==> src/rtl/rggen_external_register_bridge_if.sv <==
// Shared bus types plus the local register-bus and external-bus interfaces
// used by the external register bridge.
package rggen_rtl_pkg;
  typedef enum logic {
    RGGEN_READ  = 1'b0,
    RGGEN_WRITE = 1'b1
  } rggen_direction;

  // Numeric order doubles as severity order: error > EXOKAY > OKAY.
  typedef enum logic [1:0] {
    RGGEN_OKAY         = 2'd0,
    RGGEN_EXOKAY       = 2'd1,
    RGGEN_SLAVE_ERROR  = 2'd2,
    RGGEN_DECODE_ERROR = 2'd3
  } rggen_status;
endpackage

interface rggen_register_if #(
  parameter int ADDRESS_WIDTH = 16,
  parameter int DATA_WIDTH    = 32
);
  import rggen_rtl_pkg::*;

  logic                      request;
  logic [ADDRESS_WIDTH-1:0]  address;
  rggen_direction            direction;
  logic [DATA_WIDTH-1:0]     write_data;
  logic [DATA_WIDTH/8-1:0]   write_strobe;
  logic                      select;
  logic                      ready;
  rggen_status               status;
  logic [DATA_WIDTH-1:0]     read_data;
  logic [DATA_WIDTH-1:0]     value;

  modport master (
    output request, address, direction, write_data, write_strobe,
    input  select, ready, status, read_data, value
  );
  modport slave (
    input  request, address, direction, write_data, write_strobe,
    output select, ready, status, read_data, value
  );
endinterface

interface rggen_bus_if #(
  parameter int ADDRESS_WIDTH = 16,
  parameter int DATA_WIDTH    = 32
);
  import rggen_rtl_pkg::*;

  logic                      request;
  logic [ADDRESS_WIDTH-1:0]  address;
  rggen_direction            direction;
  logic [DATA_WIDTH-1:0]     write_data;
  logic [DATA_WIDTH/8-1:0]   write_strobe;
  logic                      done;
  rggen_status               status;
  logic [DATA_WIDTH-1:0]     read_data;

  modport master (
    output request, address, direction, write_data, write_strobe,
    input  done, status, read_data
  );
  modport slave (
    input  request, address, direction, write_data, write_strobe,
    output done, status, read_data
  );
endinterface

==> src/rtl/rggen_external_register_bridge.sv <==
// Bridges one local register access onto a possibly narrower external bus as
// LSB-first beats, with strobe-based beat skipping, error abort and timeout.
module rggen_external_register_bridge
  import rggen_rtl_pkg::*;
#(
  parameter int                     ADDRESS_WIDTH       = 16,
  parameter bit [ADDRESS_WIDTH-1:0] START_ADDRESS       = '0,
  parameter bit [ADDRESS_WIDTH-1:0] END_ADDRESS         = '0,
  parameter int                     DATA_WIDTH          = 32,
  parameter int                     EXTERNAL_DATA_WIDTH = 32,
  parameter int                     TIMEOUT_CYCLES      = 0
)(
  input logic             clk,
  input logic             rst,
  rggen_register_if.slave register_if,
  rggen_bus_if.master     bus_if
);
  localparam int BEATS     = DATA_WIDTH / EXTERNAL_DATA_WIDTH;
  localparam int EXT_BYTES = EXTERNAL_DATA_WIDTH / 8;
  localparam int STRB_W    = DATA_WIDTH / 8;
  localparam int BEAT_W    = (BEATS > 1) ? $clog2(BEATS) : 1;
  localparam int WINDOW    = int'(END_ADDRESS) - int'(START_ADDRESS) + 1;
  localparam int EXTERNAL_ADDRESS_WIDTH = (WINDOW > 1) ? $clog2(WINDOW) : 1;
  localparam int EAW       = EXTERNAL_ADDRESS_WIDTH;
  localparam int TW        = (TIMEOUT_CYCLES > 1) ? $clog2(TIMEOUT_CYCLES) : 1;
  localparam logic [TW-1:0] T_LAST = (TIMEOUT_CYCLES > 0) ? TW'(TIMEOUT_CYCLES - 1) : '0;

  typedef enum logic [1:0] {IDLE, ISSUE, WAIT, RESPOND} state_e;

  state_e                 state, state_next;
  logic [EAW-1:0]         offset;
  rggen_direction         dir;
  logic [DATA_WIDTH-1:0]  wdata;
  logic [STRB_W-1:0]      strobe;
  logic [DATA_WIDTH-1:0]  acc, acc_upd;
  logic [BEAT_W-1:0]      beat;
  logic [TW-1:0]          tcnt;
  rggen_status            worst, worst_next;

  logic [ADDRESS_WIDTH:0] lo_diff, hi_diff;
  logic                   match, accept, bus_err, expired;
  logic [BEAT_W:0]        first_beat, next_beat;

  function automatic logic [BEATS-1:0] beat_enable(input rggen_direction d,
                                                   input logic [STRB_W-1:0] s);
    logic [BEATS-1:0] en;
    for (int i = 0; i < BEATS; i++)
      en[i] = (d == RGGEN_READ) || (|s[i*EXT_BYTES +: EXT_BYTES]);
    return en;
  endfunction

  // Returns {found, index} of the first enabled beat at or above 'from'.
  function automatic logic [BEAT_W:0] find_beat(input logic [BEATS-1:0] en, input int from);
    logic              found;
    logic [BEAT_W-1:0] idx;
    found = 1'b0;
    idx   = '0;
    for (int i = 0; i < BEATS; i++) begin
      if (!found && i >= from && en[i]) begin
        found = 1'b1;
        idx   = BEAT_W'(i);
      end
    end
    return {found, idx};
  endfunction

  // Borrow-out of the two subtractions gives the window check without
  // unsigned compares against a possibly-zero bound.
  assign lo_diff = {1'b0, register_if.address} - {1'b0, START_ADDRESS};
  assign hi_diff = {1'b0, END_ADDRESS} - {1'b0, register_if.address};
  assign match   = ((lo_diff >> ADDRESS_WIDTH) == '0) && ((hi_diff >> ADDRESS_WIDTH) == '0)
                && ((register_if.address % ADDRESS_WIDTH'(STRB_W)) == '0);

  assign register_if.select = match;
  assign register_if.value  = register_if.read_data;

  assign accept     = (state == IDLE) && register_if.request && match;
  assign first_beat = find_beat(beat_enable(register_if.direction, register_if.write_strobe), 0);
  assign next_beat  = find_beat(beat_enable(dir, strobe), int'(beat) + 1);
  assign bus_err    = bus_if.status inside {RGGEN_SLAVE_ERROR, RGGEN_DECODE_ERROR};
  assign expired    = (TIMEOUT_CYCLES > 0) && (tcnt == T_LAST) && !bus_if.done;
  assign worst_next = (bus_if.status > worst) ? bus_if.status : worst;

  always_comb begin
    acc_upd = acc;
    acc_upd[int'(beat)*EXTERNAL_DATA_WIDTH +: EXTERNAL_DATA_WIDTH] = bus_if.read_data;
  end

  always_ff @(posedge clk or posedge rst) begin
    if (rst) state <= IDLE;
    else     state <= state_next;
  end

  always_comb begin
    state_next = state;
    case (state)
      IDLE:    if (accept) state_next = first_beat[BEAT_W] ? ISSUE : RESPOND;
      ISSUE:   state_next = WAIT;
      WAIT: begin
        if (bus_if.done) state_next = (bus_err || !next_beat[BEAT_W]) ? RESPOND : ISSUE;
        else if (expired) state_next = RESPOND;
      end
      default: state_next = IDLE;
    endcase
  end

  always_ff @(posedge clk or posedge rst) begin
    if (rst) begin
      bus_if.request        <= 1'b0;
      bus_if.address        <= '0;
      bus_if.direction      <= RGGEN_READ;
      bus_if.write_data     <= '0;
      bus_if.write_strobe   <= '0;
      register_if.ready     <= 1'b0;
      register_if.read_data <= '0;
      register_if.status    <= RGGEN_OKAY;
      offset                <= '0;
      dir                   <= RGGEN_READ;
      wdata                 <= '0;
      strobe                <= '0;
      acc                   <= '0;
      beat                  <= '0;
      tcnt                  <= '0;
      worst                 <= RGGEN_OKAY;
    end else begin
      case (state)
        IDLE: if (accept) begin
          offset <= EAW'(lo_diff);
          dir    <= register_if.direction;
          wdata  <= register_if.write_data;
          strobe <= register_if.write_strobe;
          acc    <= '0;
          worst  <= RGGEN_OKAY;
          beat   <= first_beat[BEAT_W-1:0];
          // All-zero write strobe: answer immediately without touching the bus.
          if (!first_beat[BEAT_W]) begin
            register_if.ready     <= 1'b1;
            register_if.read_data <= '0;
            register_if.status    <= RGGEN_OKAY;
          end
        end
        ISSUE: begin
          bus_if.request      <= 1'b1;
          bus_if.address      <= EAW'(32'(offset) + 32'(beat) * EXT_BYTES);
          bus_if.direction    <= dir;
          bus_if.write_data   <= wdata[int'(beat)*EXTERNAL_DATA_WIDTH +: EXTERNAL_DATA_WIDTH];
          bus_if.write_strobe <= strobe[int'(beat)*EXT_BYTES +: EXT_BYTES];
          tcnt                <= '0;
        end
        WAIT: begin
          if (bus_if.done) begin
            bus_if.request <= 1'b0;
            if (bus_err) begin
              register_if.ready     <= 1'b1;
              register_if.read_data <= acc;
              register_if.status    <= bus_if.status;
            end else begin
              acc   <= acc_upd;
              worst <= worst_next;
              beat  <= next_beat[BEAT_W-1:0];
              if (!next_beat[BEAT_W]) begin
                register_if.ready     <= 1'b1;
                register_if.read_data <= acc_upd;
                register_if.status    <= worst_next;
              end
            end
          end else if (expired) begin
            bus_if.request        <= 1'b0;
            register_if.ready     <= 1'b1;
            register_if.read_data <= '0;
            register_if.status    <= RGGEN_SLAVE_ERROR;
          end else begin
            tcnt <= tcnt + 1'b1;
          end
        end
        default: register_if.ready <= 1'b0;
      endcase
    end
  end
endmodule
==> src/flat_wrapper.sv <==
// flat-port wrapper written by rule: the top's interface ports become plain ports
module rggen_external_register_bridge_flat import rggen_rtl_pkg::*;
#(
  parameter int                     ADDRESS_WIDTH       = 16,
  parameter bit [ADDRESS_WIDTH-1:0] START_ADDRESS       = '0,
  parameter bit [ADDRESS_WIDTH-1:0] END_ADDRESS         = '0,
  parameter int                     DATA_WIDTH          = 32,
  parameter int                     EXTERNAL_DATA_WIDTH = 32,
  parameter int                     TIMEOUT_CYCLES      = 0
)
  (clk, rst, register_if_request, register_if_address, register_if_direction, register_if_write_data, register_if_write_strobe, register_if_select, register_if_ready, register_if_status, register_if_read_data, register_if_value, bus_if_request, bus_if_address, bus_if_direction, bus_if_write_data, bus_if_write_strobe, bus_if_done, bus_if_status, bus_if_read_data);
  rggen_register_if #(.ADDRESS_WIDTH(ADDRESS_WIDTH), .DATA_WIDTH(DATA_WIDTH)) register_if_i ();
  rggen_bus_if #(.ADDRESS_WIDTH(ADDRESS_WIDTH), .DATA_WIDTH(DATA_WIDTH)) bus_if_i ();
  input logic clk;
  input logic rst;
  input wire logic [$bits(register_if_i.request)-1:0] register_if_request;
  input wire logic [$bits(register_if_i.address)-1:0] register_if_address;
  input wire logic [$bits(register_if_i.direction)-1:0] register_if_direction;
  input wire logic [$bits(register_if_i.write_data)-1:0] register_if_write_data;
  input wire logic [$bits(register_if_i.write_strobe)-1:0] register_if_write_strobe;
  output wire logic [$bits(register_if_i.select)-1:0] register_if_select;
  output wire logic [$bits(register_if_i.ready)-1:0] register_if_ready;
  output wire logic [$bits(register_if_i.status)-1:0] register_if_status;
  output wire logic [$bits(register_if_i.read_data)-1:0] register_if_read_data;
  output wire logic [$bits(register_if_i.value)-1:0] register_if_value;
  output wire logic [$bits(bus_if_i.request)-1:0] bus_if_request;
  output wire logic [$bits(bus_if_i.address)-1:0] bus_if_address;
  output wire logic [$bits(bus_if_i.direction)-1:0] bus_if_direction;
  output wire logic [$bits(bus_if_i.write_data)-1:0] bus_if_write_data;
  output wire logic [$bits(bus_if_i.write_strobe)-1:0] bus_if_write_strobe;
  input wire logic [$bits(bus_if_i.done)-1:0] bus_if_done;
  input wire logic [$bits(bus_if_i.status)-1:0] bus_if_status;
  input wire logic [$bits(bus_if_i.read_data)-1:0] bus_if_read_data;
  assign register_if_i.request = register_if_request;
  assign register_if_i.address = register_if_address;
  assign register_if_i.direction = register_if_direction;
  assign register_if_i.write_data = register_if_write_data;
  assign register_if_i.write_strobe = register_if_write_strobe;
  assign register_if_select = register_if_i.select;
  assign register_if_ready = register_if_i.ready;
  assign register_if_status = register_if_i.status;
  assign register_if_read_data = register_if_i.read_data;
  assign register_if_value = register_if_i.value;
  assign bus_if_request = bus_if_i.request;
  assign bus_if_address = bus_if_i.address;
  assign bus_if_direction = bus_if_i.direction;
  assign bus_if_write_data = bus_if_i.write_data;
  assign bus_if_write_strobe = bus_if_i.write_strobe;
  assign bus_if_i.done = bus_if_done;
  assign bus_if_i.status = bus_if_status;
  assign bus_if_i.read_data = bus_if_read_data;
  rggen_external_register_bridge #(.ADDRESS_WIDTH(ADDRESS_WIDTH), .START_ADDRESS(START_ADDRESS), .END_ADDRESS(END_ADDRESS), .DATA_WIDTH(DATA_WIDTH), .EXTERNAL_DATA_WIDTH(EXTERNAL_DATA_WIDTH), .TIMEOUT_CYCLES(TIMEOUT_CYCLES)) u_core (.clk(clk), .rst(rst), .register_if(register_if_i), .bus_if(bus_if_i));
endmodule
==> config.mk <==
export PLATFORM = sky130hd
export DESIGN_NAME = rggen_external_register_bridge_flat
export DESIGN_NICKNAME = d
export VERILOG_FILES = /design/src/rtl/rggen_external_register_bridge_if.sv /design/src/rtl/rggen_external_register_bridge.sv /design/src/flat_wrapper.sv
export SDC_FILE = /design/constraint.sdc
export NUM_CORES = 1
export LEC_CHECK = 0
export BUFFER_PORTS_ARGS = -buffer_cell sky130_fd_sc_hd__buf_2
export CORE_MARGIN = 2
export CORE_UTILIZATION = 55
export CTS_BUF_LIST = sky130_fd_sc_hd__clkbuf_2 sky130_fd_sc_hd__clkbuf_4 sky130_fd_sc_hd__clkbuf_8
export DETAILED_ROUTE_END_ITERATION = 10
export GPL_TIMING_DRIVEN = 0
export PLACE_DENSITY = 0.86
export SLEW_MARGIN = 0
export SYNTH_ARGS = -nofsm -noshare
export SYNTH_HDL_FRONTEND = slang
export SYNTH_SLANG_ARGS = --single-unit
==> constraint.sdc <==
create_clock -name clk -period 8.93 [get_ports clk]
set_clock_uncertainty 0.05 [all_clocks]
set_input_delay 0.893 -clock clk [delete_from_list [all_inputs] [get_ports clk]]
set_output_delay 0.893 -clock clk [all_outputs]
set_load 0.01 [all_outputs]
# Word-level counts from Yosys, hierarchy flattened
# Cells that the tools add are included.
[totals]
inputBits = 91
register_bits = 149
elab_cells = 101
out_inout_bits = 122
[classes]
eq_ne = 9
order_cmp = 2
muxes = 41
n_reduce_logical = 22
n_shift = 4
n_addsub = 4
bitwise = 3
[op_table]
columns = ["operator", "n"]
rows = [
  ["32-bit 2-to-1 mux", 8],
  ["32-bit case mux with 2 select lines", 2],
  ["6-bit negator with 33-bit output", 1],
  ["32-bit by 33-bit variable shift with 32-bit output, first input constant", 1],
  ["32-bit by 33-bit indexed part select with 32-bit output", 1],
  ["32-bit bitwise mux", 1],
  ["1-bit by 32-bit >= comparator with 1-bit output, first input constant", 1],
  ["32-bit by 7-bit indexed part select with 32-bit output", 1],
  ["2-bit 2-to-1 mux", 13],
  ["17-bit logical NOT", 1],
  ["1-bit by 16-bit subtractor with 17-bit output, first input constant", 1],
  ["16-bit logical NOT", 1],
  ["1-bit 2-to-1 mux", 11],
  ["5-bit AND reduction", 2],
  ["2-bit case mux with 2 select lines", 2],
  ["4-bit OR reduction", 2],
  ["2-bit equality test, second input constant", 3],
  ["2-bit != test, second input constant", 3],
  ["2-bit case mux with 3 select lines", 1],
  ["2-bit AND reduction", 3],
  ["2-bit nonzero test", 3],
  ["1-bit logical AND", 4],
  ["1-bit case mux with 2 select lines", 2],
  ["4-bit AND reduction", 1],
  ["other kinds (12)", 16],
]

# Longest topological paths before layout
# Gate-level depths: netlist (run 1).
[logic_depth]
word_depth = 9
mapped_depth = 10
depth_no_buf = 7

# Least setup slack after synthesis (run 1)
# Ideal clock, no wire load.
[synth_path]
kind = "input port to flip-flop"
start = "input port bus_if_status[1]"
end = "register u_core.register_if.status[0]"
path_buffers = 2
t_arrival_ns = 2.498
cell_stages = 9
required_ns = 8.753
setup_ns = 0.127
setup_slack_ns = 6.255
cell_sequence = "buf_2 -> buf_1 -> inv_1 -> ha_1 -> nor2_1 -> a2bb2oi_1 -> nor2_1 -> mux2i_1 -> o2bb2ai_1"
[synth_between]
elab_chain_len = 6
elab_cells_between_ends = 11
classes_between = "1 x order compare; 3 x eq/ne; 5 x mux; 2 x reduce/logical"
[synth_rtl]
columns = ["item", "line_no", "text"]
rows = [
  ["start, declared", "flat_wrapper.sv:32", "input wire logic [$bits(bus_if_i.status)-1:0] bus_if_status;"],
  ["2-bit > comparator", "rggen_external_register_bridge.sv:82", "assign worst_next = (bus_if.status > worst) ? bus_if.status : worst;"],
  ["2-bit 2-to-1 mux", "rggen_external_register_bridge.sv:82", ""],
  ["2-bit 2-to-1 mux", "rggen_external_register_bridge.sv:161", "if (!next_beat[BEAT_W]) begin"],
  ["2-bit 2-to-1 mux", "rggen_external_register_bridge.sv:153", "if (bus_err) begin"],
  ["2-bit 2-to-1 mux", "rggen_external_register_bridge.sv:151", "if (bus_if.done) begin"],
  ["2-bit case mux with 2 select lines", "rggen_external_register_bridge.sv:126", "case (state)"],
  ["end, declared", "rggen_external_register_bridge_if.sv:41", "output select, ready, status, read_data, value"],
]
# Several ways; a longest one is shown, not always the timed one. The select of a mux whose other input is x is not followed.
# A chain may end at the register's enable or synchronous reset.

# Worst setup path in the final report (run 1)
[layout_path]
start = "input port register_if_address[1]"
end = "output port register_if_select"
[layout_between]
elab_chain_len = 3
elab_cells_between_ends = 4
classes_between = "1 x add/sub; 3 x reduce/logical"
[layout_rtl]
columns = ["item", "line_no", "text"]
rows = [
  ["start, declared", "flat_wrapper.sv:17", "input wire logic [$bits(register_if_i.address)-1:0] register_if_address;"],
  ["1-bit by 16-bit subtractor with 17-bit output", "rggen_external_register_bridge.sv:70", "assign hi_diff = {1'b0, END_ADDRESS} - {1'b0, register_if.address};"],
  ["17-bit logical NOT", "rggen_external_register_bridge.sv:71", "assign match = ((lo_diff >> ADDRESS_WIDTH) == '0) && ((hi_diff >> ADDRESS_WIDTH) == '0)"],
  ["1-bit logical AND (*)", "rggen_external_register_bridge.sv:72", "&& ((register_if.address % ADDRESS_WIDTH'(STRB_W)) == '0);"],
  ["end, declared", "flat_wrapper.sv:21", "output wire logic [$bits(register_if_i.select)-1:0] register_if_select;"],
]
# Every way passes the cells marked *; elsewhere a longest branch is shown, timed or not.

==> out/results.txt, run 1 <==
Pint -> 1400 uW
Capturing element type of the critical path -> primary output
Layout fillers -> 819
Unrepaired setup endpoints after global routing -> false
CTS tree -> yes
Min Hold Slack -> 436.3 ps
Worst reg2reg setup slack -> 6420 ps
Part of the total power dissipated in the clock network -> 24.2%
Pin count of the biggest net entering global routing -> 79
Via count of the first global-routing pass -> 4885
Pwr Density -> 257.4 mW/mm^2
Initial DRC Count -> 316
Number of nets with antenna violations after detailed routing -> 0
Detailed-route DRC error count -> 0
P_leak -> 0.004463 uW
Switching power as a share of total power -> 33.78%
Seq pwr share -> 42.8%
Chip width -> 113.3 um
Beginning of the worst register-to-register path -> u_core.state[0]
Routed vias -> 4810
Detailed-route vias per instance -> 5.263
Peak per-stage delay on the critical path -> 360 ps
Root Buffer -> clkbuf_8
Total wire length after detailed routing -> 15.11 mm
Gate count after technology mapping -> 527
Sequential-to-total area share from yosys stat -> 56.38%
Wire length of the first global-routing pass -> 24.09 mm
Clock-pin transition on the worst setup and hold timing paths -> 80 ps
Slew Viols, Final -> 0
Timing endpoint of the critical path -> register_if_select
Area contributors post-synth -> dfrtp_1 56%, mux2_2 13%, buf_4 5.4%
Count of input and output buffers -> 197
Rows -> 39
Total of max-cap violations -> 0
Weighted congestion reported at the end of routability-driven placement -> 0.8299
Sort of element at the start of the critical path -> input pin
Met3 usage -> 7.606%
Number of failing setup endpoints in the final timing report -> 0
Die Height -> 113.3 um
CP Data Required Time -> 7990 ps
CTS Hold Bufs -> 0
Number of warning messages in the yosys log -> 0
Top cell by count, worst path -> buf_2
End of the worst register-to-register path -> u_core.acc[4]
Area Growth Syn to Fin -> 25.03%
Initial standard-cell utilization of the core -> 57.04%
Depth of the worst register-to-register path -> 10
Worst-path maximum fanout -> 4
Reported net switching power -> 714.0 uW
Worst path cell trace -> buf_2 -> nor4_2 -> and3_1 -> and2_1 -> buf_2
Final period util -> 31.97%
Average size of a mapped cell -> 12.46 um^2
Num ports -> 213
Post-CTS setup buffer count -> 0
Register bit count reported by yosys -> 148
Critical Path Slowest Stage Cell -> nor4_2
Max Freq -> 350.3 MHz
Number of buffers inserted during clock tree synthesis -> 17
Max_slew headroom -> 49.74%
Overall overflow remaining after global route -> 0
Hpwl dp -> 11.13 mm
Outcome -> finished clean
Logic pwr share -> 33.0%
Synth unique cells -> 35
Initial antenna violation count -> 0
Critical path origin -> register_if_address[1]
Area of the mapped netlist -> 0.006569 mm^2
Global-route track usage on met2 -> 40.92%
Met1 Use GR -> 28.66%
Number of search-and-repair iterations in the first detailed-routing pass -> 5
Max rail drop VDD -> 0.1449 mV
Signal arrival time at the worst endpoint -> 1910 ps
Clock tree buffer depth -> 2
Setup CP Type -> in2out
Final antenna diode count -> 0
Synth area leader -> dfrtp_1
Number of sinks on the clock net -> 148
Share of cells above drive strength 1 -> 49.16%
Floorplan die area -> 0.01283 mm^2
Number of hold violations in the final report -> 0
Total track usage -> 24.09%
Final TNS setup -> 0 ps
Tightest Hold Check Type -> reg2reg
Gr busiest metal -> met2
Worst Max-Slew Pin Slew -> 753.9 ps
Post-cts sizing count -> 0
Area of the core region -> 0.01152 mm^2
Routed wirelength normalized by instance count -> 16.53 um
Nets -> 856
Fraction of synthesized cell area taken by the top area cell type -> 56.38%
Clock insertion delay at the later pin of the skew report -> 440 ps
Number of H-tree branching levels -> 4
Clock period minus worst slack -> 2855 ps
worst min-delay path by stage:
stage / cells after the start / from / slack, ps / to
after global placement: 2 / u_core.acc[9] / 410 / u_core.acc[9]
after detailed placement: 2 / u_core.acc[17] / 420 / u_core.acc[17]
after CTS: 2 / u_core.acc[17] / 440 / u_core.acc[17]
after global routing: 2 / u_core.acc[21] / 450 / u_core.acc[21]
final: 2 / u_core.acc[23] / 440 / u_core.acc[23]
after floorplan: 1 / u_core.offset / 400 / u_core.offset
cell families after synthesis:
kind of cell	count (synthesis)	synth area share (%)
fa+ha+maj	7	1.333
simple gates	95	6.495
compound gates	79	9.257
other cells	1	0.05709
buf+inv	87	8.247
mux	110	18.23
flops	148	56.38
cells in the final DEF (no fill, tap or decap), drive strengths merged, types with 5 or more instances in the layout:
cell type and n:
buf 262, dfrtp 148, mux2 77, nand2 67
o21ai 34, o2bb2ai 34, clkbuf 34, mux2i 33
conb 15, inv 10, nor2 8, ha 7
clkinv 5
flip-flops by register name (all words and copies together) (netlist names):
| name | cells |
|---|---|
| u_core.acc | 32 |
| u_core.strobe | 4 |
| u_core.offset | 1 |
| u_core.bus_if.write_strobe | 4 |
| u_core.bus_if.request | 1 |
| u_core.state | 2 |
| u_core.wdata | 32 |
| u_core.bus_if.direction | 1 |
| u_core.register_if.read_data | 32 |
| u_core.register_if.ready | 1 |
| u_core.register_if.status | 2 |
| u_core.worst | 2 |
| u_core.bus_if.write_data | 32 |
| u_core.dir | 1 |
| u_core.bus_if.address | 1 |
synth_stat cells:
library cell	instances
dfrtp_1	148
mux2_2	77
nand2_1	67
buf_4	47
o21ai_0	34
mux2i_1	33
o2bb2ai_1	25
clkbuf_1	14
inv_1	9
o2bb2ai_2	9
nor2_1	8
buf_2	7
ha_1	7
buf_1	6
buf_6	4
nand3_1	4
nor4_2	4
and2_1	3
nand2b_1	3
a21oi_1	2
nor2b_1	2
a2111oi_0	1
a21boi_0	1
a221o_1	1
a2bb2oi_1	1
a31oi_1	1
a41oi_1	1
and3_1	1
conb_1	1
nand4_1	1
nor3_1	1
nor3b_1	1
o22ai_1	1
o31ai_1	1
o32a_1	1
metrics by stage:
step | worst slack (ps) | power (uW) | utilization [%] | cell area [um^2] | std cells
after global routing | 6014 | 2238 | 71.32 | 8213 | 914
after CTS | 6077 | 2129 | 71.32 | 8213 | 914
after detailed placement | 5813 | 1616 | 67.89 | 7819 | 882
after global placement | 2660 | 1575 | 67.61 | 7786 | 881
after floorplan | 4007 | 1372 | - | 6621 | 541
final | 6075 | 2114 | 71.32 | 8213 | 914
power groups by stage:
stage | Combinational, uW | Clock, uW | Sequential [uW]
global route | 766 | 551 | 921
detailed placement | 700 | 0 | 916
CTS | 702 | 524 | 903
global placement | 670 | 0 | 905
finish | 697 | 512 | 904
floorplan | 452 | 0 | 920
cell type report:
type / instances / area, um^2 / share of cell area [%]
buffer: 78 / 508.0 / 6.185
clock inverter: 12 / 131.4 / 1.600
inverter: 9 / 38.79 / 0.4723
clock buffer: 20 / 262.8 / 3.199
multi-input combinational: 306 / 2376 / 28.93
timing repair buffer: 198 / 1013 / 12.34
tap: 143 / 178.9 / 2.179
sequential: 148 / 3704 / 45.09
critical path: cells and delay by family:
| kind | cells | cell delay (ps) |
|---|---|---|
| buffers and inverters | 2 | 240 |
| and+or+nand+nor | 3 | 780 |
layer usage:
metal	part of all wire, %	up-vias
met4	1.5	0
met3	8.0	26
met2	50	217
met1	40	2337
li1	-	2230
met5	0	-
Power figures use the tool's default switching activity.
==> inputs of run 2 (changes only) <==
--- a/config.mk
+++ b/config.mk
@@ -7,11 +7,11 @@
 export LEC_CHECK = 0
 export BUFFER_PORTS_ARGS = -buffer_cell sky130_fd_sc_hd__buf_2
 export CORE_MARGIN = 2
-export CORE_UTILIZATION = 55
+export CORE_UTILIZATION = 53
 export CTS_BUF_LIST = sky130_fd_sc_hd__clkbuf_2 sky130_fd_sc_hd__clkbuf_4 sky130_fd_sc_hd__clkbuf_8
 export DETAILED_ROUTE_END_ITERATION = 10
 export GPL_TIMING_DRIVEN = 0
-export PLACE_DENSITY = 0.86
+export PLACE_DENSITY = 0.83
 export SLEW_MARGIN = 0
 export SYNTH_ARGS = -nofsm -noshare
 export SYNTH_HDL_FRONTEND = slang
==> constraint.sdc (replaced) <==
create_clock -name clk -period 2.82 [get_ports clk]
set_clock_uncertainty 0.05 [all_clocks]
set_input_delay 0.282 -clock clk [delete_from_list [all_inputs] [get_ports clk]]
set_output_delay 0.282 -clock clk [all_outputs]
set_load 0.01 [all_outputs]
==> run 2 against run 1 <==
  * First-iteration DRC count grew 18%
  * Register-to-register slack lost 6100 ps
  * Sequential power grew to 3.2 times the previous value
  * Worst hold slack lost 410 ps
  * Power grew to 3.4 times the previous value
  * Critical path depth grew 5
  * Design area grew 5.0%
  * Global-route usage grew 0.15 points
  * Sequential share of layout area shrank 2.1 points
  * Via count grew 2.0%
  * Critical path type is now reg2reg
  * Largest cell class unchanged
==> out/results.txt, run 2 (synthesis gave the netlist of run 1 again) <==
Capturing element type of the critical path -> flip-flop
Pwr Density -> 826.5 mW/mm^2 (+220%)
Total of max-cap violations -> 0 (unchanged)
Number of hold violations in the final report -> 0 (unchanged)
Clock period minus worst slack -> 2537 ps
Number of failing setup endpoints in the final timing report -> 0 (unchanged)
Root Buffer -> clkbuf_8
Final antenna diode count -> 0 (unchanged)
Worst path cell trace -> inv_1 -> ha_1 -> clkbuf_1 -> nor2_1 -> a21oi_1 -> a31oi_1 -> clkbuf_1 -> buf_2 -> nand2_1 -> o21ai_0
Max rail drop VDD -> 0.3758 mV (+160%)
Final design instance area without fill -> 0.008621 mm^2 (+5.0%)
Nets -> 881 (+2.9%)
Number of search-and-repair iterations in the first detailed-routing pass -> 5 (unchanged)
Signal arrival time at the worst endpoint -> 2850 ps (+940 ps)
Floorplan die area -> 0.01330 mm^2 (+3.6%)
Pin count of the biggest net entering global routing -> 43 (-46%)
Number of H-tree branching levels -> 4 (unchanged)
Sort of element at the start of the critical path -> flip-flop
Outcome -> finished clean
Critical Path Slowest Stage Cell -> dfrtp_1
Final period util -> 89.95%
Share of cells above drive strength 1 -> 47.86% (-1.3 points)
Rows -> 40 (+2.6%)
Final TNS setup -> 0 ps (unchanged)
Peak per-stage delay on the critical path -> 410 ps (+50 ps)
Most common cell after layout, fill and taps aside -> buf_2
Die Height -> 115.3 um (+1.8%)
CTS tree -> yes
Setup CP Type -> reg2reg
Slew Viols, Final -> 0 (unchanged)
Top cell by count, worst path -> clkbuf_1
Cell area after placement -> 0.007881 mm^2 (+0.80%)
Max_slew headroom -> 51.67% (+1.9 points)
Clock-pin transition on the worst setup and hold timing paths -> 80 ps (about the same)
Number of sinks on the clock net -> 148 (unchanged)
CP Data Required Time -> 3130 ps (-4860 ps)
Post-placement setup slack -> 319.2 ps (-5494 ps)
Initial standard-cell utilization of the core -> 54.46% (-2.6 points)
Tightest Hold Check Type -> in2reg
Clock insertion delay at the later pin of the skew report -> 450 ps (about the same)
Weighted congestion reported at the end of routability-driven placement -> 0.8246 (-0.64%)
Wire length of the first global-routing pass -> 24.76 mm (+2.8%)
P_leak -> 0.004623 uW (+3.6%)
Worst Max-Slew Pin Slew -> 725.0 ps (-28.87 ps)
Initial antenna violation count -> 0 (unchanged)
Routed vias -> 4908 (+2.0%)
Number of buffers inserted during clock tree synthesis -> 17 (unchanged)
Area Growth Syn to Fin -> 31.24%
Number of nets with antenna violations after detailed routing -> 0 (unchanged)
Overall overflow remaining after global route -> 0 (unchanged)
Max Freq -> 394.2 MHz
Clock tree buffer depth -> 2 (unchanged)
Detailed-route vias per instance -> 5.091 (-3.3%)
Post-placement cell count -> 909 (+3.1%)
Via count of the first global-routing pass -> 5020 (+2.8%)
Layout fillers -> 818 (-0.12%)
Final setup slack of the worst path -> 283.4 ps (-5792 ps)
Count of input and output buffers -> 197 (unchanged)
Post-cts sizing count -> 0 (unchanged)
Unrepaired setup endpoints after global routing -> false
Chip width -> 115.3 um (+1.8%)
Worst-path maximum fanout -> 10 (+6)
Detailed-route DRC error count -> 0 (unchanged)
Hpwl dp -> 11.17 mm (+0.41%)
Leading cell types in the layout, fill and taps excluded -> 204 x buf_2, 148 x dfrtp_1, 77 x mux2_2
Area of the core region -> 0.01206 mm^2 (+4.7%)
Final Power -> 7125 uW (+240%)
Count of non-filler cells in the finished layout -> 964 (+5.5%)
Initial DRC Count -> 372 (+18%)
Total wire length after detailed routing -> 15.40 mm (+1.9%)
Routed wirelength normalized by instance count -> 15.98 um (-3.4%)
Total track usage -> 24.24% (+0.15 points)
Num ports -> 213 (unchanged)
[run 2: what timing repair did]
| item | CTS | global route |
|---|---|---|
| buffers inserted | 0 | 0 |
| hold buffers | 22 | 1 |
| endpoints found under the hold margin | 46 | 1 |
| setup endpoints to repair | 0 | 0 |
[run 2: report_power, final]
part / internal, uW / leakage [uW] / switching [uW] / total, uW
Combinational: 1070 / 0.00236 / 1160 / 2230
Sequential: 2560 / 0.00202 / 300 / 2860
Clock: 1240 / 0.000245 / 795 / 2040
[run 2: metal layers]
layer	vias to the layer above	track usage, %	wire [um]
li1	2284	-	-
met2	179	42.11	8024
met1	2432	28.91	6204
met5	-	0	0
met3	13	7.275	1035
met4	0	7.871	136
[run 2: final cells by class]
class	instances	area [um^2]	share of cell area (%)
plain buffers	78	508.0	5.893
clock buffers	21	289.0	3.353
clock inverters	11	220.2	2.554
inverters	9	37.54	0.4354
multi-input cells	306	2376	27.56
flip-flops and latches	148	3704	42.96
well taps	168	210.2	2.438
repair buffers	223	1276	14.80
[run 2: stage by stage]
stage / hold WS, ps / util [%]
after floorplan: 340.6 / -
after global placement: 412.2 / 64.84
after detailed placement: 345.0 / 65.34
after CTS: 0.6565 / 71.39
after global routing: 8.214 / 71.47
final: 28.82 / 71.47
[run 2: path summary, 6_finish.rpt]
| kind | from | to | slack, ps | cells past startpoint |
|---|---|---|---|---|
| setup / recovery | u_core.state[0] | u_core.acc[6] | 280 | 10 |
| hold / removal | register_if_write_data[19] | u_core.wdata[19] | 30 | 2 |
| setup reg to reg | u_core.state[0] | u_core.acc[6] | 280 | 10 |
| hold reg to reg | u_core.acc[9] | u_core.acc[9] | 430 | 2 |
| max in group asynchronous | rst | u_core.wdata[23] | 1430 | 5 |
| min in group asynchronous | rst | u_core.state[0] | 400 | 3 |
[run 2: worst max-delay path: cells and delay by family (launching register included)]
| kind | cells | cell delay, ps |
|---|---|---|
| DFF | 1 | 410 |
| buffers and inverters | 4 | 970 |
| adders and majority gates | 1 | 200 |
| and+or+nand+nor | 2 | 270 |
| AOI/OAI and AO/OA | 3 | 560 |
==> inputs of run 3 (changes only) <==
--- a/config.mk
+++ b/config.mk
@@ -5,13 +5,13 @@
 export SDC_FILE = /design/constraint.sdc
 export NUM_CORES = 1
 export LEC_CHECK = 0
-export BUFFER_PORTS_ARGS = -buffer_cell sky130_fd_sc_hd__buf_2
 export CORE_MARGIN = 2
-export CORE_UTILIZATION = 53
+export CORE_UTILIZATION = 55
 export CTS_BUF_LIST = sky130_fd_sc_hd__clkbuf_2 sky130_fd_sc_hd__clkbuf_4 sky130_fd_sc_hd__clkbuf_8
 export DETAILED_ROUTE_END_ITERATION = 10
+export DONT_BUFFER_PORTS = 1
 export GPL_TIMING_DRIVEN = 0
-export PLACE_DENSITY = 0.83
+export PLACE_DENSITY = 0.7
 export SLEW_MARGIN = 0
 export SYNTH_ARGS = -nofsm -noshare
 export SYNTH_HDL_FRONTEND = slang
==> run 3 against run 2 <==
  * Via count shrank 13%
  * Combinational power shrank 18%
  * Global-route usage shrank 1.4 points
  * Sequential power grew 4%
  * Highest routed layer unchanged
  * Final cell count shrank 18%
  * Critical path type unchanged
  * Largest power group unchanged
  * Critical path depth is the same
  * Utilization shrank 2.1 points
==> out/results.txt, run 3 (synthesis gave the netlist of run 1 again) <==
Floorplan die area -> 0.01283 mm^2 (-3.5%)
Leading cell types in the layout, fill and taps excluded -> 148 x dfrtp_1, 77 x mux2_2, 72 x dlygate4sd3_1
Capturing element type of the critical path -> flip-flop
Count of non-filler cells in the finished layout -> 791 (-18%)
Num ports -> 213 (unchanged)
Peak per-stage delay on the critical path -> 400 ps (about the same)
Pint -> 4255 uW (-13%)
Number of hold violations in the final report -> 0 (unchanged)
Total track usage -> 22.89% (-1.4 points)
Number of sinks on the clock net -> 148 (unchanged)
Critical Path Slowest Stage Cell -> dfrtp_1
Detailed-route vias per instance -> 5.410 (+6.3%)
Root Buffer -> clkbuf_8
Detailed-route DRC error count -> 0 (unchanged)
Rows -> 39 (-2.5%)
Number of buffers and inverters on the critical path -> 4 (unchanged)
Switching power as a share of total power -> 33.60% (+2.0 points)
Top cell by count, worst path -> clkbuf_1
Max_slew headroom -> 41.75% (-9.9 points)
Unrepaired setup endpoints after global routing -> false
Post-placement cell count -> 687 (-24%)
Worst path cell trace -> inv_1 -> ha_1 -> clkbuf_1 -> nor2_1 -> a21oi_1 -> a31oi_2 -> clkbuf_1 -> buf_2 -> nand2_1 -> o21ai_0
Hpwl dp -> 9.865 mm (-12%)
Logic pwr share -> 28.4% (-2.9 points)
Clock tree buffer depth -> 2 (unchanged)
Total wire length after detailed routing -> 14.08 mm (-8.5%)
Count of input and output buffers -> 0 (-100%)
CTS tree -> yes
Most common cell after layout, fill and taps aside -> dfrtp_1
Outcome -> finished clean
Max rail drop VDD -> 0.4932 mV (+31%)
Pwr Density -> 802.6 mW/mm^2 (-2.9%)
Area of the core region -> 0.01152 mm^2 (-4.5%)
Number of search-and-repair iterations in the first detailed-routing pass -> 4 (-1)
Seq pwr share -> 46.4% (+6.3 points)
Number of nets with antenna violations after detailed routing -> 0 (unchanged)
Number of buffers inserted during clock tree synthesis -> 17 (unchanged)
Clock insertion delay at the later pin of the skew report -> 440 ps (about the same)
Slew Viols, Final -> 0 (unchanged)
Reported net switching power -> 2153 uW (-4.5%)
Signal arrival time at the worst endpoint -> 2690 ps (-160 ps)
Final TNS setup -> 0 ps (unchanged)
Sort of element at the start of the critical path -> flip-flop
Routed wirelength normalized by instance count -> 17.81 um (+11%)
Wire length of the first global-routing pass -> 22.95 mm (-7.3%)
Clock-pin transition on the worst setup and hold timing paths -> 80 ps (about the same)
Nets -> 733 (-17%)
Initial DRC Count -> 205 (-45%)
P_leak -> 0.003876 uW (-16%)
Weighted congestion reported at the end of routability-driven placement -> 0.7592 (-7.9%)
Pin count of the biggest net entering global routing -> 41 (-4.7%)
Number of failing setup endpoints in the final timing report -> 0 (unchanged)
Clock period minus worst slack -> 2386 ps (-150.8 ps)
Worst Max-Slew Pin Slew -> 871.9 ps (+147.0 ps)
Number of H-tree branching levels -> 4 (unchanged)
Setup CP Type -> reg2reg
CP Data Required Time -> 3120 ps (about the same)
Final period util -> 84.60% (-5.3 points)
Overall overflow remaining after global route -> 0 (unchanged)
Final antenna diode count -> 0 (unchanged)
Worst-path maximum fanout -> 10 (unchanged)
Chip width -> 113.3 um (-1.8%)
Initial standard-cell utilization of the core -> 57.04% (+2.6 points)
Initial antenna violation count -> 0 (unchanged)
Largest delay contributor family on the critical path -> buffers and inverters
Area Growth Syn to Fin -> 21.54%
Share of cells above drive strength 1 -> 28.55% (-19 points)
Die Height -> 113.3 um (-1.8%)
Routed vias -> 4279 (-13%)
Layout fillers -> 830 (+1.5%)
Via count of the first global-routing pass -> 4542 (-9.5%)
Register cell area after layout -> 0.003704 mm^2 (unchanged)
Part of the total power dissipated in the clock network -> 25.3% (-3.3 points)
Area of the multi-input gates -> 0.002382 mm^2 (+0.26%)
Total of max-cap violations -> 0 (unchanged)
Tightest Hold Check Type -> in2reg
Max Freq -> 419.1 MHz (+6.3%)
[run 3: changes by cell type in the layout (fill, tap and decap cells not counted)]
cell | before | now
clkinvlp_4 | 4 | 3
inv_6 | 1 | 2
clkbuf_8 | 21 | 18
clkinv_2 | 0 | 4
clkbuf_4 | 0 | 2
buf_2 | 204 | 7
dlygate4sd3_1 | 23 | 72
a31oi_1 | 1 | 0
a31oi_2 | 0 | 1
clkinv_4 | 1 | 2
bufinv_16 | 6 | 2
[run 3: layout make-up]
cell class                 count  share of cell area, %
buffer                        78                  6.363
clock buffer                  20                  3.291
clock inverter                12                  1.630
inverter                       9                 0.4701
multi-input combinational    306                  29.84
sequential                   148                  46.39
tap                          143                  2.241
timing repair buffer          75                  9.779
[run 3: routing by layer]
layer / global-route usage, % / routed length (um) / vias up
li1: - / - / 1984
met3: 8.034 / 1052 / 14
met4: 8.293 / 172 / 0
met1: 27.81 / 5680 / 2127
met5: 0 / 0 / -
met2: 38.00 / 7179 / 154
[run 3: worst paths after layout]
kind,from,endpoint,slack (ps),depth (start not counted)
min in group asynchronous,rst,u_core.register_if.read_data[23],440,2
setup / recovery,u_core.state[0],u_core.acc[10],430,10
setup reg to reg,u_core.state[0],u_core.acc[10],430,10
max in group asynchronous,rst,u_core.acc[6],1610,3
hold / removal,bus_if_read_data[0],u_core.register_if.read_data[0],20,2
hold reg to reg,u_core.acc[6],u_core.acc[6],430,2
[run 3: per-stage QoR]
stage	worst slack, ps	cell area [um^2]	power (uW)	util [%]	hold slack (ps)
floorplan	627.0	6625	4344	-	340.6
global placement	-89.30	6804	4677	59.08	342.6
detailed placement	277.5	6864	4759	59.60	305.4
CTS	258.6	7978	6470	69.27	3.955
global route	145.3	7984	6813	69.33	17.05
finish	434.2	7984	6408	69.33	22.10
[run 3: power by group through the flow]
| stage | sequential, uW | combinational (uW) | clock [uW] |
|---|---|---|---|
| 2_1_floorplan | 2910 | 1430 | 0 |
| 5_1_grt | 3030 | 2030 | 1750 |
| 3_3_place_gp | 2990 | 1680 | 0 |
| 3_5_place_dp | 3010 | 1750 | 0 |
| 6_report | 2970 | 1820 | 1620 |
| 4_1_cts | 2970 | 1840 | 1660 |
[run 3: repair_timing]
item,4_1_cts,5_1_grt
hold buffers,72,0
setup endpoints to repair,0,5
buffers inserted,0,0
hold endpoints to repair,136,0
gates resized for setup,0,1
